`config.mk`:
```
export PLATFORM = sky130hd
export DESIGN_NAME = vga_timing_flat
export DESIGN_NICKNAME = d
export VERILOG_FILES = /design/src/rtl/vga_timing_pkg.sv /design/src/rtl/vga_timing_if.sv /design/src/rtl/vga_pipe_delay.sv /design/src/rtl/vga_timing.sv /design/src/flat_wrapper.sv
export SDC_FILE = /design/constraint.sdc
export NUM_CORES = 1
export LEC_CHECK = 0
export ABC_AREA = 1
export BUFFER_PORTS_ARGS = -buffer_cell sky130_fd_sc_hd__buf_2
export CAP_MARGIN = 20
export CORE_AREA = 2 2 74 76
export DETAILED_ROUTE_END_ITERATION = 8
export DIE_AREA = 0 0 76 78
export GPL_TIMING_DRIVEN = 1
export PLACE_DENSITY = 0.79
export REMOVE_ABC_BUFFERS = 1
export SYNTH_ARGS = -nofsm -noshare
export SYNTH_HDL_FRONTEND = slang
export SYNTH_HIERARCHICAL = 1
export SYNTH_SLANG_ARGS = --single-unit
```
`constraint.sdc`:
```
create_clock -name vga_clk -period 1.61 [get_ports vga_clk]
set_clock_uncertainty 0.05 [all_clocks]
set_input_delay 0.161 -clock vga_clk [delete_from_list [all_inputs] [get_ports vga_clk]]
set_output_delay 0.161 -clock vga_clk [all_outputs]
set_load 0.02 [all_outputs]
```
`src/rtl/vga_timing_pkg.sv`:
```
// Shared timing defaults and types for the VGA raster generator and output stage.
package vga_timing_pkg;
    localparam int unsigned COORD_W = 10;
    typedef logic [COORD_W-1:0] coord_t;

    localparam int unsigned DEF_H_VISIBLE  = 640;
    localparam int unsigned DEF_H_FRONT    = 16;
    localparam int unsigned DEF_H_SYNC     = 96;
    localparam int unsigned DEF_H_BACK     = 48;
    localparam int unsigned DEF_V_VISIBLE  = 480;
    localparam int unsigned DEF_V_FRONT    = 10;
    localparam int unsigned DEF_V_SYNC     = 2;
    localparam int unsigned DEF_V_BACK     = 33;
    localparam int unsigned DEF_RENDER_LAT = 2;
    localparam logic        DEF_SYNC_POL   = 1'b0;

    typedef struct packed {
        logic de;
        logic hs;
        logic vs;
    } vga_ctl_t;

    function automatic logic in_window(coord_t v, coord_t lo, coord_t hi);
        return (v >= lo) && (v < hi);
    endfunction
endpackage

```
`src/rtl/vga_timing_if.sv`:
```
// Pixel-domain link between the raster generator, the text renderer and the pins.
interface vga_timing_if;
    import vga_timing_pkg::*;

    coord_t     x_coord;
    coord_t     y_coord;
    logic       frame_start;
    logic [2:0] h_dat;
    logic [2:0] vga_rgb;
    logic       h_sync;
    logic       v_sync;

    modport master (
        output x_coord, y_coord, frame_start, vga_rgb, h_sync, v_sync,
        input  h_dat
    );

    modport slave (
        input  x_coord, y_coord, frame_start, vga_rgb, h_sync, v_sync,
        output h_dat
    );
endinterface

```
`src/rtl/vga_pipe_delay.sv`:
```
// Fixed-depth shift register with synchronous clear; depth 0 is a plain wire.
module vga_pipe_delay #(
    parameter int unsigned DEPTH = 2,
    parameter int unsigned WIDTH = 3
) (
    input  logic             clk,
    input  logic             clr_i,
    input  logic [WIDTH-1:0] d_i,
    output logic [WIDTH-1:0] q_o
);
    generate
        if (DEPTH == 0) begin : g_wire
            logic unused_ok;
            assign unused_ok = clk ^ clr_i;
            assign q_o = d_i;
        end else begin : g_sr
            logic [WIDTH-1:0] stage_q [DEPTH];

            always_ff @(posedge clk) begin
                if (clr_i) begin
                    for (int unsigned i = 0; i < DEPTH; i++) begin
                        stage_q[i] <= '0;
                    end
                end else begin
                    stage_q[0] <= d_i;
                    for (int unsigned i = 1; i < DEPTH; i++) begin
                        stage_q[i] <= stage_q[i-1];
                    end
                end
            end

            assign q_o = stage_q[DEPTH-1];
        end
    endgenerate
endmodule

```
`src/rtl/vga_timing.sv`:
```
// Raster counters, coordinate outputs, sync/blank delay line and the pin register.
module vga_timing
    import vga_timing_pkg::*;
#(
    parameter int unsigned H_VISIBLE  = DEF_H_VISIBLE,
    parameter int unsigned H_FRONT    = DEF_H_FRONT,
    parameter int unsigned H_SYNC     = DEF_H_SYNC,
    parameter int unsigned H_BACK     = DEF_H_BACK,
    parameter int unsigned V_VISIBLE  = DEF_V_VISIBLE,
    parameter int unsigned V_FRONT    = DEF_V_FRONT,
    parameter int unsigned V_SYNC     = DEF_V_SYNC,
    parameter int unsigned V_BACK     = DEF_V_BACK,
    parameter int unsigned RENDER_LAT = DEF_RENDER_LAT,
    parameter logic        SYNC_POL   = DEF_SYNC_POL
) (
    input  logic         vga_clk,
    input  logic         reset,
    vga_timing_if.master vif
);
    localparam coord_t H_LAST   = coord_t'(H_VISIBLE + H_FRONT + H_SYNC + H_BACK - 1);
    localparam coord_t V_LAST   = coord_t'(V_VISIBLE + V_FRONT + V_SYNC + V_BACK - 1);
    localparam coord_t H_VIS_C  = coord_t'(H_VISIBLE);
    localparam coord_t V_VIS_C  = coord_t'(V_VISIBLE);
    localparam coord_t HS_START = coord_t'(H_VISIBLE + H_FRONT);
    localparam coord_t HS_END   = coord_t'(H_VISIBLE + H_FRONT + H_SYNC);
    localparam coord_t VS_START = coord_t'(V_VISIBLE + V_FRONT);
    localparam coord_t VS_END   = coord_t'(V_VISIBLE + V_FRONT + V_SYNC);

    coord_t     h_cnt_q, h_cnt_d;
    coord_t     v_cnt_q, v_cnt_d;
    coord_t     x_coord_q, y_coord_q;
    logic       frame_start_q;
    logic       hold;
    vga_ctl_t   ctl_raw, ctl_dly;
    logic [2:0] rgb_q;
    logic       hs_q, vs_q;

    // (0,0) without frame_start only occurs straight out of reset: hold there one
    // cycle so the first free-running cycle presents (0,0) with frame_start high.
    always_comb begin
        hold    = (h_cnt_q == '0) && (v_cnt_q == '0) && !frame_start_q;
        h_cnt_d = h_cnt_q;
        v_cnt_d = v_cnt_q;
        if (!hold) begin
            if (h_cnt_q == H_LAST) begin
                h_cnt_d = '0;
                v_cnt_d = (v_cnt_q == V_LAST) ? '0 : v_cnt_q + coord_t'(1);
            end else begin
                h_cnt_d = h_cnt_q + coord_t'(1);
            end
        end
        ctl_raw    = '0;
        ctl_raw.de = !hold && (h_cnt_q < H_VIS_C) && (v_cnt_q < V_VIS_C);
        ctl_raw.hs = !hold && in_window(h_cnt_q, HS_START, HS_END);
        ctl_raw.vs = !hold && in_window(v_cnt_q, VS_START, VS_END);
    end

    vga_pipe_delay #(
        .DEPTH (RENDER_LAT),
        .WIDTH ($bits(vga_ctl_t))
    ) u_delay (
        .clk   (vga_clk),
        .clr_i (reset),
        .d_i   (ctl_raw),
        .q_o   (ctl_dly)
    );

    always_ff @(posedge vga_clk) begin
        if (reset) begin
            h_cnt_q       <= '0;
            v_cnt_q       <= '0;
            x_coord_q     <= '0;
            y_coord_q     <= '0;
            frame_start_q <= 1'b0;
            rgb_q         <= '0;
            hs_q          <= ~SYNC_POL;
            vs_q          <= ~SYNC_POL;
        end else begin
            h_cnt_q       <= h_cnt_d;
            v_cnt_q       <= v_cnt_d;
            x_coord_q     <= (h_cnt_d < H_VIS_C) ? h_cnt_d : '0;
            y_coord_q     <= (v_cnt_d < V_VIS_C) ? v_cnt_d : '0;
            frame_start_q <= (h_cnt_d == '0) && (v_cnt_d == '0);
            rgb_q         <= ctl_dly.de ? vif.h_dat : 3'b000;
            hs_q          <= ctl_dly.hs ? SYNC_POL : ~SYNC_POL;
            vs_q          <= ctl_dly.vs ? SYNC_POL : ~SYNC_POL;
        end
    end

    assign vif.x_coord     = x_coord_q;
    assign vif.y_coord     = y_coord_q;
    assign vif.frame_start = frame_start_q;
    assign vif.vga_rgb     = rgb_q;
    assign vif.h_sync      = hs_q;
    assign vif.v_sync      = vs_q;
endmodule

```
`src/flat_wrapper.sv`:
```
// flat-port wrapper written by rule: the top's interface ports become plain ports
module vga_timing_flat import vga_timing_pkg::*;
#(
    parameter int unsigned H_VISIBLE  = DEF_H_VISIBLE,
    parameter int unsigned H_FRONT    = DEF_H_FRONT,
    parameter int unsigned H_SYNC     = DEF_H_SYNC,
    parameter int unsigned H_BACK     = DEF_H_BACK,
    parameter int unsigned V_VISIBLE  = DEF_V_VISIBLE,
    parameter int unsigned V_FRONT    = DEF_V_FRONT,
    parameter int unsigned V_SYNC     = DEF_V_SYNC,
    parameter int unsigned V_BACK     = DEF_V_BACK,
    parameter int unsigned RENDER_LAT = DEF_RENDER_LAT,
    parameter logic        SYNC_POL   = DEF_SYNC_POL
)
  (vga_clk, reset, vif_x_coord, vif_y_coord, vif_frame_start, vif_vga_rgb, vif_h_sync, vif_v_sync, vif_h_dat);
  vga_timing_if vif_i ();
  input  logic vga_clk;
  input  logic reset;
  output wire logic [$bits(vif_i.x_coord)-1:0] vif_x_coord;
  output wire logic [$bits(vif_i.y_coord)-1:0] vif_y_coord;
  output wire logic [$bits(vif_i.frame_start)-1:0] vif_frame_start;
  output wire logic [$bits(vif_i.vga_rgb)-1:0] vif_vga_rgb;
  output wire logic [$bits(vif_i.h_sync)-1:0] vif_h_sync;
  output wire logic [$bits(vif_i.v_sync)-1:0] vif_v_sync;
  input wire logic [$bits(vif_i.h_dat)-1:0] vif_h_dat;
  assign vif_x_coord = vif_i.x_coord;
  assign vif_y_coord = vif_i.y_coord;
  assign vif_frame_start = vif_i.frame_start;
  assign vif_vga_rgb = vif_i.vga_rgb;
  assign vif_h_sync = vif_i.h_sync;
  assign vif_v_sync = vif_i.v_sync;
  assign vif_i.h_dat = vif_h_dat;
  vga_timing #(.H_VISIBLE(H_VISIBLE), .H_FRONT(H_FRONT), .H_SYNC(H_SYNC), .H_BACK(H_BACK), .V_VISIBLE(V_VISIBLE), .V_FRONT(V_FRONT), .V_SYNC(V_SYNC), .V_BACK(V_BACK), .RENDER_LAT(RENDER_LAT), .SYNC_POL(SYNC_POL)) u_core (.vga_clk(vga_clk), .reset(reset), .vif(vif_i));
endmodule
```
-- Word level (Yosys, flattened, before mapping)
Memories as Yosys holds them, arrays and structs flattened.
Cells that the tools add are included.
- register bits: 46
- memory bits (writable): 6
- input bits: 5
- output and inout bits: 26
- logic and storage cells: 56
- memories: 1
- add/subtract/negate cells: 2
- order comparisons: 8
- eq/ne operators: 2
- muxes and demuxes: 12
- bitwise logic cells: 5
- reductions and logical operators: 18
- memory list (name ; depth ; width ; read ports ; clocked after memory_dff ; wr ports ; RTL line ; RTL):
    u_core.u_delay.g_sr.stage_q ; 2 ; 3 ; 2 ; 0 ; 2 ; vga_pipe_delay.sv:17 ; logic [WIDTH-1:0] stage_q [DEPTH];
- operator list (kind ; count):
    2-to-1 mux 10 bit ; 5
    zero test 10 bit ; 4
    < comparator 10 bit, second input constant ; 3
    < comparator 10 x 9 -> 1 bit, second input constant ; 3
    adder 10 x 1 -> 10 bit, second input constant ; 2
    == test 10 bit, second input constant ; 2
    >= comparator 10 bit, second input constant ; 1
    >= comparator 10 x 9 -> 1 bit, second input constant ; 1
    logical AND 1 bit ; 9
    2-to-1 mux 3 bit ; 2
    OR reduction 2 bit ; 3
    2-to-1 mux 1 bit ; 5
    inverter 1 bit ; 3
    zero test 1 bit ; 2
    OR 1 bit ; 2

-- Longest topological paths before layout
Gate-level depths: netlist (run 1).
- word-level depth: 7
- depth in mapped cells: 13
- mapped depth without buffers: 12

-- Modules after synthesis
The synthesis (run 1) kept the hierarchy.
- by module, submodules not included (module ; instances ; cells each ; area each (um^2)):
    vga_timing ; 1 ; 304 ; 2088.3
    vga_pipe_delay ; 1 ; 21 ; 187.7

-- Worst setup path after synthesis (run 1)
Ideal clock, no wire load.
- path type: register to register
- start: reg u_core.h_cnt_q[0]
- end: reg u_core.y_coord_q[7], in the netlist u_core/vif.y_coord[7]
- data arrival time: 1.566 ns
- setup slack: -0.123 ns
- cell stages (with the launch flop): 11
- clock period less this slack: 1.733 ns
- cells stage by stage: dfxtp_1 > ha_1 > nand3_1 > nor2_1 > nand2_2 > o21ai_0 > nand2_1 > nor2_1 > nand2_1 > nand3_4 > nor2_1
- cells in the longest elaborated chain, start to end: 7
- elaborated cells between the ends (all ways): 9
- RTL lines (what ; RTL line ; RTL):
    from (decl) ; vga_timing.sv:29 ; coord_t h_cnt_q, h_cnt_d;
    from (signal assigned) ; vga_timing.sv:79 ; h_cnt_q <= h_cnt_d;
    zero test 10 bit ; vga_timing.sv:41 ; hold = (h_cnt_q == '0) && (v_cnt_q == '0) && !frame_start_q;
    logical AND 1 bit (2 in series) ; vga_timing.sv:41 ;
    2-to-1 mux 10 bit * ; vga_timing.sv:44 ; if (!hold) begin
    < comparator 10 x 9 -> 1 bit ; vga_timing.sv:82 ; y_coord_q <= (v_cnt_d < V_VIS_C) ? v_cnt_d : '0;
    inverter 1 bit (no source line) ; - ;
    OR reduction 2 bit (no source line) ; - ;
    to (signal assigned) ; vga_timing.sv:82 ;
    to (decl) ; vga_timing.sv:31 ; coord_t x_coord_q, y_coord_q;
Mark *: on every way between the ends. The rest lies on a longest branch, timed or not.
A chain may end at the register's enable or synchronous reset.

-- Worst setup path after layout (run 1)
- start: reg u_core.v_cnt_q[0]
- end: reg u_core.frame_start_q, in the netlist u_core/vif.frame_start
- cells in the longest elaborated chain, start to end: 6
- elaborated cells between the ends (all ways): 12
- RTL lines (what ; RTL line ; RTL):
    from (decl) ; vga_timing.sv:30 ; coord_t v_cnt_q, v_cnt_d;
    from (signal assigned) ; vga_timing.sv:80 ; v_cnt_q <= v_cnt_d;
    adder 10 x 1 -> 10 bit, or another cell as far along ; vga_timing.sv:47 ; v_cnt_d = (v_cnt_q == V_LAST) ? '0 : v_cnt_q + coord_t'(1);
    2-to-1 mux 10 bit or logical AND 1 bit (tied branches) ; vga_timing.sv:47, vga_timing.sv:41 ;
    2-to-1 mux 10 bit or logical AND 1 bit (tied branches) ; vga_timing.sv:45, vga_timing.sv:41 ;
    2-to-1 mux 10 bit ; vga_timing.sv:44 ;
    zero test 10 bit ; vga_timing.sv:83 ; frame_start_q <= (h_cnt_d == '0) && (v_cnt_d == '0);
    logical AND 1 bit * ; vga_timing.sv:83 ;
    to (signal assigned) ; vga_timing.sv:83 ;
    to (decl) ; vga_timing.sv:32 ; logic frame_start_q;
Marked as above.

==> results of run 1 <==
-- cells in the final DEF (no fill, tap or decap), types with 2 or more instances in the layout --
cell type / netlist / routed
inv_4: 0 / 2
o21ai_4: 1 / 2
nor2_4: 0 / 15
dfxtp_4: 0 / 2
nand3_2: 2 / 6
dfxtp_1: 52 / 42
nand2_2: 1 / 20
inv_1: 54 / 39
clkbuf_8: 0 / 5
nor3_4: 1 / 5
buf_2: 1 / 30
o21ai_1: 0 / 3
buf_6: 0 / 14
xor2_1: 2 / 2
o21ai_2: 0 / 6
and2_4: 0 / 2
nand4_1: 7 / 7
ha_4: 0 / 4
nand2_1: 61 / 39
nor2_1: 85 / 45
dfxtp_2: 0 / 8
nand2_4: 0 / 3
buf_4: 3 / 65
nor2_2: 1 / 26
nand3_4: 1 / 7
clkinvlp_4: 0 / 2
nand3_1: 22 / 13
inv_2: 1 / 14
-- repair_timing --
action | CTS | global route
resized for setup | 72 | 105
hold buffers | 1 | 0
pin swaps | 21 | 45
buffers inserted | 11 | 8
endpoints found under the hold margin | 1 | 0
endpoints found under the setup margin | 29 | 37
gates cloned | 2 | 0
-- power by group through the flow --
stage | clock (W) | sequential (W) | combinational, W
final | 0.000763 | 0.00143 | 0.00116
after global routing | 0.000830 | 0.00144 | 0.00121
after CTS | 0.000769 | 0.00142 | 0.000767
after detailed placement | 0 | 0.00143 | 0.000694
after global placement | 0 | 0.00143 | 0.000675
after floorplan | 0 | 0.00149 | 0.000337
-- worst reg2reg max path, stage by stage, from the launching register on --
cell and delay (ns):
dfxtp_2 0.33, inv_2 0.09, ha_4 0.14, inv_2 0.04, nor2_2 0.10, nand2_1 0.10, nor2_4 0.13, nand3_4 0.10
nand2_2 0.10, nand3_2 0.12, nor3_4 0.27, nand4_1 0.18, nor2_2 0.14
-- cells by family (layout without fill, tap and decap cells) --
family | count (synthesis) | after routing | share of synthesized area
AOI/OAI and AO/OA | 17 | 17 | 0.0506
buffers and inverters | 61 | 175 | 0.106
adders and majority gates | 4 | 4 | 0.0220
other | 1 | 1 | 0.00165
xor gates and xnor gates | 2 | 2 | 0.00770
DFF | 52 | 52 | 0.457
and+or+nand+nor | 188 | 189 | 0.355
-- metrics by stage --
stage                     hold slack, ns  setup TNS, ns
final                            0.00725          -5.08
after global routing             0.00411          -6.93
after CTS                        0.00428          -2.31
after detailed placement           0.309          -5.43
after global placement             0.304          -4.11
after floorplan                    0.182          -1.84
-- layer usage --
metal,up-vias,share of wire
li1,1225,-
met1,1253,0.39
met2,158,0.51
met3,27,0.076
met4,0,0.031
met5,-,0
-- state kept, by name (all words and copies together) (netlist names) --
name                         count
u_core/h_cnt_q                  10
u_core/v_cnt_q                  10
u_core/vif.x_coord              10
u_core/vif.y_coord              10
u_core/u_delay/g_sr.stage_q      6
u_core/vif.vga_rgb               3
u_core/vif.frame_start           1
u_core/vif.h_sync                1
u_core/vif.v_sync                1
-- final cells by class --
type / instances / area (sq um) / area share
clock buffer: 5 / 68.8 / 0.0182
clock inverter: 3 / 23.8 / 0.00629
inverter: 55 / 211 / 0.0559
multi-input combinational: 213 / 1480 / 0.391
sequential: 52 / 1060 / 0.280
tap: 70 / 87.6 / 0.0232
timing repair buffer: 112 / 851 / 0.225
-- final timing paths --
path / start / slack (ns) / to / depth (start not counted)
max reg2reg: u_core/v_cnt_q[0]$_SDFF_PP0_ / -0.33 / u_core/vif.frame_start$_SDFF_PP0_ / 12
min: vif_h_dat[1] / 0.007 / u_core/vif.vga_rgb[1]$_SDFF_PP0_ / 3
min reg2reg: u_core/u_delay/g_sr.stage_q[0][3]$_SDFF_PP0_ / 0.33 / u_core/vif.v_sync$_SDFF_PP1_ / 1
max: u_core/v_cnt_q[0]$_SDFF_PP0_ / -0.33 / u_core/vif.frame_start$_SDFF_PP0_ / 12
==> reports/qor.csv, run 1 <==
stage,metric,value,unit
setup_path,Top delay family on crit path,simple AND/OR/NAND/NOR gates,
setup_path,cell breakdown of the critical path,inv_2 -> ha_4 -> inv_2 -> nor2_2 -> nand2_1 -> nor2_4 -> nand3_4 -> nand2_2 -> nand3_2 -> nor3_4 -> nand4_1 -> nor2_2,
finish,share of layout cells above drive strength 1,0.552,
power_and_ir_drop,Pleak,1.82,nW
routing,vias after detailed routing,2663,
finish,layout net count,448,
run,max-capacitance violation count,0,
placed_design,# port buffers,30,
routing,DR WL/cell,16.4,um
synth,area share of the largest cell type after synthesis,0.457,
power_and_ir_drop,Int Pwr,0.00222,W
clock_network,clk sink count,52,
sta,Max Transition Viols Final,0,
floorplan,chip height,78,um
floorplan,Die Width,76,um
setup_path,crit path launch type,flop,
power_and_ir_drop,Overall Power,0.00335,W
finish,Non-Filler Instances,510,
setup_path,"Arr. time, crit path",2.14,ns
synth,sequential share of the synthesized area,0.457,
synth,Post-synth top cells,"85 x nor2_1, 61 x nand2_1, 54 x inv_1",
clock_network,"Clk Latency, worst-skew pair",0.31,ns
routing,vias per cell,5.22,
sta,"Hold Vio Cnt, Final",0,
routing,drt pass-1 iters,5,
floorplan,number of core rows,26,
placed_design,Placer Congestion,0.951,
run_status,failing checks,negative setup slack,
placed_design,placed insts,482,
power_and_ir_drop,Clock power frac,0.227,
routing,final wirelength,8.38,mm
synth,number of synthesized flops with an enable pin,0,
global_routing,M3 GR Usage,0.0419,
power_and_ir_drop,Combinational Power Share,0.345,
floorplan,# IOs,31,
synth,Post-Syn Area,2280,sq um
clock_network,CTS buffer count,5,
finish,final instance area,3780,sq um
synth,Yosys reg bits,52,
finish,n_diodes,0,
finish,Final Util,0.750,
setup_path,Crit-path slowest cell,dfxtp_2,
sta,achievable clock frequency,516,MHz
sta,count of final setup violators,24,
synth,ys flop type,dfxtp_1,
global_routing,GRT met2 Usage,0.404,
sta,RSZ-0062 raised after global routing,true,
clock_network,"Clk pin slew, worst setup/hold paths",0.10,ns
global_routing,GRT Util Overall,0.232,
synth,Synth area leaders,"dfxtp_1 46%, nor2_1 14%, nand2_1 10%, inv_1 8.9%, nand3_1 4.8%",
power_and_ir_drop,VDD IR max,0.000492,V
global_routing,pin count of the biggest net entering global routing,27,
routing,drc violations,0,
synth,async set-or-reset flop fraction in the synthesized netlist,0,
floorplan,Die Area,5930,sq um
floorplan,Core Area,5040,sq um
placed_design,detailed placement HPWL,4.20,mm
global_routing,global route total overflow,0,
synth,most frequent cell after synthesis,nor2_1,
global_routing,initial antenna violation count,0,
placed_design,Post-Place Setup Slack,-0.293,ns
clock_network,clk root buf,clkbuf_8,
floorplan,initial core utilization,0.451,
power_and_ir_drop,power density over the cells,888,nW/um^2
placed_design,Placed Area,2950,sq um
sta,fin crit period,1.94,ns
routing,Iter 0 DRT Violations,319,
setup_path,Worst setup EP type,flop,
finish,Layout area overhead,66.1,%
synth,top cell type by total area after synthesis,dfxtp_1,
global_routing,vias in the first global route,2344,
setup_path,"Max FO, Critical Path",3,
clock_network,CTS tree,yes,
routing,antenna-violating nets left,0,
power_and_ir_drop,switching part of the total,0.338,
global_routing,busiest grt layer,met2,
sta,worst setup margin,-0.327,ns
synth,Synth Instances,325,
finish,# fillers,319,
run_status,status,"complete, but fails checks",
sta,post-route clock period utilization,1.20,
global_routing,first-pass GRT wire length,10.8,mm
setup_path,Bufs and invs on worst path,2,
synth,Synth cell types,29,
setup_path,WS Path Type,flop to flop,
clock_network,H-tree levels,2,
clock_network,Clock Path Buffers,2,
synth,syn avg cell area,7.00,sq um
global_routing,met1 Use GR,0.276,
synth,Syn. warnings,6,
power_and_ir_drop,part of the power in registers,0.427,
hold_path,HP Class,input pin to flop,
setup_path,Crit path largest cell delay,0.33,ns
power_and_ir_drop,switching power total,0.00113,W
setup_path,CP Data Required Time,1.82,ns
No activity file was read; power rests on OpenSTA's default activity.
==> run 2, diff against run 1 <==
==> constraint.sdc (replaced) <==
create_clock -name vga_clk -period 1.61 [get_ports vga_clk]
set_clock_uncertainty 0.05 [all_clocks]
set_input_delay 0.2415 -clock vga_clk [delete_from_list [all_inputs] [get_ports vga_clk]]
set_output_delay 0.2415 -clock vga_clk [all_outputs]
set_load 0.02 [all_outputs]
==> reports/qor.csv, run 2 (synthesis results as in run 1) <==
stage,metric,value,unit,change
floorplan,Die Width,76,um,unchanged
run_status,failing checks,negative setup slack,,
run_status,status,"complete, but fails checks",,
floorplan,# IOs,31,,unchanged
routing,vias per cell,5.30,,+1.6%
sta,achievable clock frequency,515,MHz,-0.32%
routing,drc violations,0,,unchanged
setup_path,"Arr. time, crit path",2.16,ns,+0.02 ns
routing,antenna-violating nets left,0,,unchanged
setup_path,cell breakdown of the critical path,inv_2 -> ha_4 -> inv_2 -> nor2_2 -> nand2_1 -> nor2_4 -> nand3_4 -> nand2_2 -> nand3_2 -> nor3_4 -> nand4_1 -> nor2_2,,
finish,Non-Filler Instances,509,,-0.20%
placed_design,Placed Area,2950,sq um,unchanged
clock_network,clk root buf,clkbuf_8,,
global_routing,GRT Util Overall,0.232,,unchanged
global_routing,initial antenna violation count,0,,unchanged
sta,Max Transition Viols Final,0,,unchanged
clock_network,clk sink count,52,,unchanged
power_and_ir_drop,power density over the cells,890,nW/um^2,+0.31%
placed_design,# port buffers,30,,unchanged
setup_path,"Max FO, Critical Path",3,,unchanged
routing,DR WL/cell,16.5,um,+0.29%
setup_path,WS Path Type,flop to flop,,
routing,final wirelength,8.39,mm,about the same
hold_path,HP Class,input pin to flop,,
setup_path,Crit path largest cell delay,0.33,ns,about the same
floorplan,initial core utilization,0.451,,unchanged
global_routing,global route total overflow,0,,unchanged
placed_design,placed insts,482,,unchanged
finish,share of layout cells above drive strength 1,0.554,,+0.00126
setup_path,Crit-path slowest cell,dfxtp_2,,
finish,"commonest non-fill, non-tap cell in the layout",buf_4,,
sta,worst setup margin,-0.333,ns,-0.00630 ns
sta,TNS Setup,-4.90,ns,+0.182 ns
sta,count of final setup violators,24,,unchanged
finish,layout net count,447,,-0.22%
setup_path,Worst setup EP type,flop,,
floorplan,chip height,78,um,unchanged
routing,Iter 0 DRT Violations,327,,+2.5%
finish,# fillers,321,,+0.63%
finish,final instance area,3770,sq um,-0.26%
sta,fin crit period,1.94,ns,+0.00630 ns
setup_path,CP Data Required Time,1.82,ns,about the same
sta,"Hold Vio Cnt, Final",0,,unchanged
finish,"commonest cells after routing, fill and taps aside","65 x buf_4, 45 x nor2_1, 42 x dfxtp_1",,
floorplan,number of core rows,26,,unchanged
setup_path,crit path launch type,flop,,
clock_network,CTS tree,yes,,
run,max-capacitance violation count,0,,unchanged
floorplan,Core Area,5040,sq um,unchanged
placed_design,detailed placement HPWL,4.20,mm,unchanged
clock_network,Clock Path Buffers,2,,unchanged
finish,n_diodes,0,,unchanged
global_routing,pin count of the biggest net entering global routing,27,,unchanged
global_routing,vias in the first global route,2344,,unchanged
clock_network,CTS buffer count,5,,unchanged
power_and_ir_drop,VDD IR max,0.000490,V,-0.45%
clock_network,H-tree levels,2,,unchanged
global_routing,first-pass GRT wire length,10.8,mm,unchanged
clock_network,"Clk Latency, worst-skew pair",0.32,ns,about the same
sta,post-route clock period utilization,1.21,,+0.00391
sta,RSZ-0062 raised after global routing,true,,
clock_network,"Clk pin slew, worst setup/hold paths",0.10,ns,about the same
routing,drt pass-1 iters,5,,unchanged
finish,Layout area overhead,65.6,%,
floorplan,Die Area,5930,sq um,unchanged
placed_design,Placer Congestion,0.951,,unchanged
routing,vias after detailed routing,2700,,+1.4%
power_and_ir_drop,Pleak,1.81,nW,-0.23%
run 2: cell types whose count changed in the layout (fill, tap and decap cells not counted):
| cell | previous run | this run |
|---|---|---|
| dlygate4sd3_1 | 1 | 0 |
run 2: layout make-up:
type,count,area [sq um],area share
Clock buffer,5,68.8,0.0183
Clock inverter,3,23.8,0.00631
Inverter,55,211,0.0561
Timing Repair Buffer,111,841,0.223
Tap cell,70,87.6,0.0232
Sequential cell,52,1060,0.281
Multi-Input combinational cell,213,1480,0.392
run 2: through the flow:
| step | hold slack, ns | util | worst slack [ns] | power (W) |
|---|---|---|---|---|
| floorplan | 0.263 | - | -0.123 | 0.00182 |
| CTS | 0.0764 | 0.673 | -0.171 | 0.00295 |
| finish | 0.0743 | 0.748 | -0.333 | 0.00336 |
| global route | 0.0827 | 0.748 | -0.362 | 0.00348 |
| global placement | 0.304 | 0.585 | -0.244 | 0.00210 |
| detailed placement | 0.309 | 0.585 | -0.293 | 0.00212 |
run 2: per-layer routing:
metal,track usage,routed length (um)
met1,0.276,3280
met4,0.116,291
met2,0.404,4210
met3,0.0419,603
met5,0,0
run 2: power by group:
group | switching, W | internal (W)
combinational | 0.000627 | 0.000528
clock | 0.000460 | 0.000309
sequential | 0.0000499 | 0.00138
run 2: repair_timing:
item                       in CTS  in global routing
cloned                          2                  0
setup endpoints to repair      29                 37
pin swaps                      21                 45
gates resized for setup        72                105
buffers inserted               11                  8
hold buffers                    0                  0
run 2: critical path: cells and delay by family (launching register included):
kind	cells	cell delay [ns]
flip-flops	1	0.33
AND/OR/NAND/NOR	9	1.25
buffers and inverters	2	0.13
adder cells (fa/ha/maj)	1	0.14
run 2: worst paths after layout:
path	depth (start not counted)	end	slack (ns)	from
setup / recovery	12	u_core/vif.frame_start$_SDFF_PP0_	-0.33	u_core/v_cnt_q[0]$_SDFF_PP0_
hold / removal	3	u_core/vif.vga_rgb[0]$_SDFF_PP0_	0.07	vif_h_dat[0]
setup reg to reg	12	u_core/vif.frame_start$_SDFF_PP0_	-0.33	u_core/v_cnt_q[0]$_SDFF_PP0_
hold reg to reg	1	u_core/vif.v_sync$_SDFF_PP1_	0.33	u_core/u_delay/g_sr.stage_q[0][3]$_SDFF_PP0_
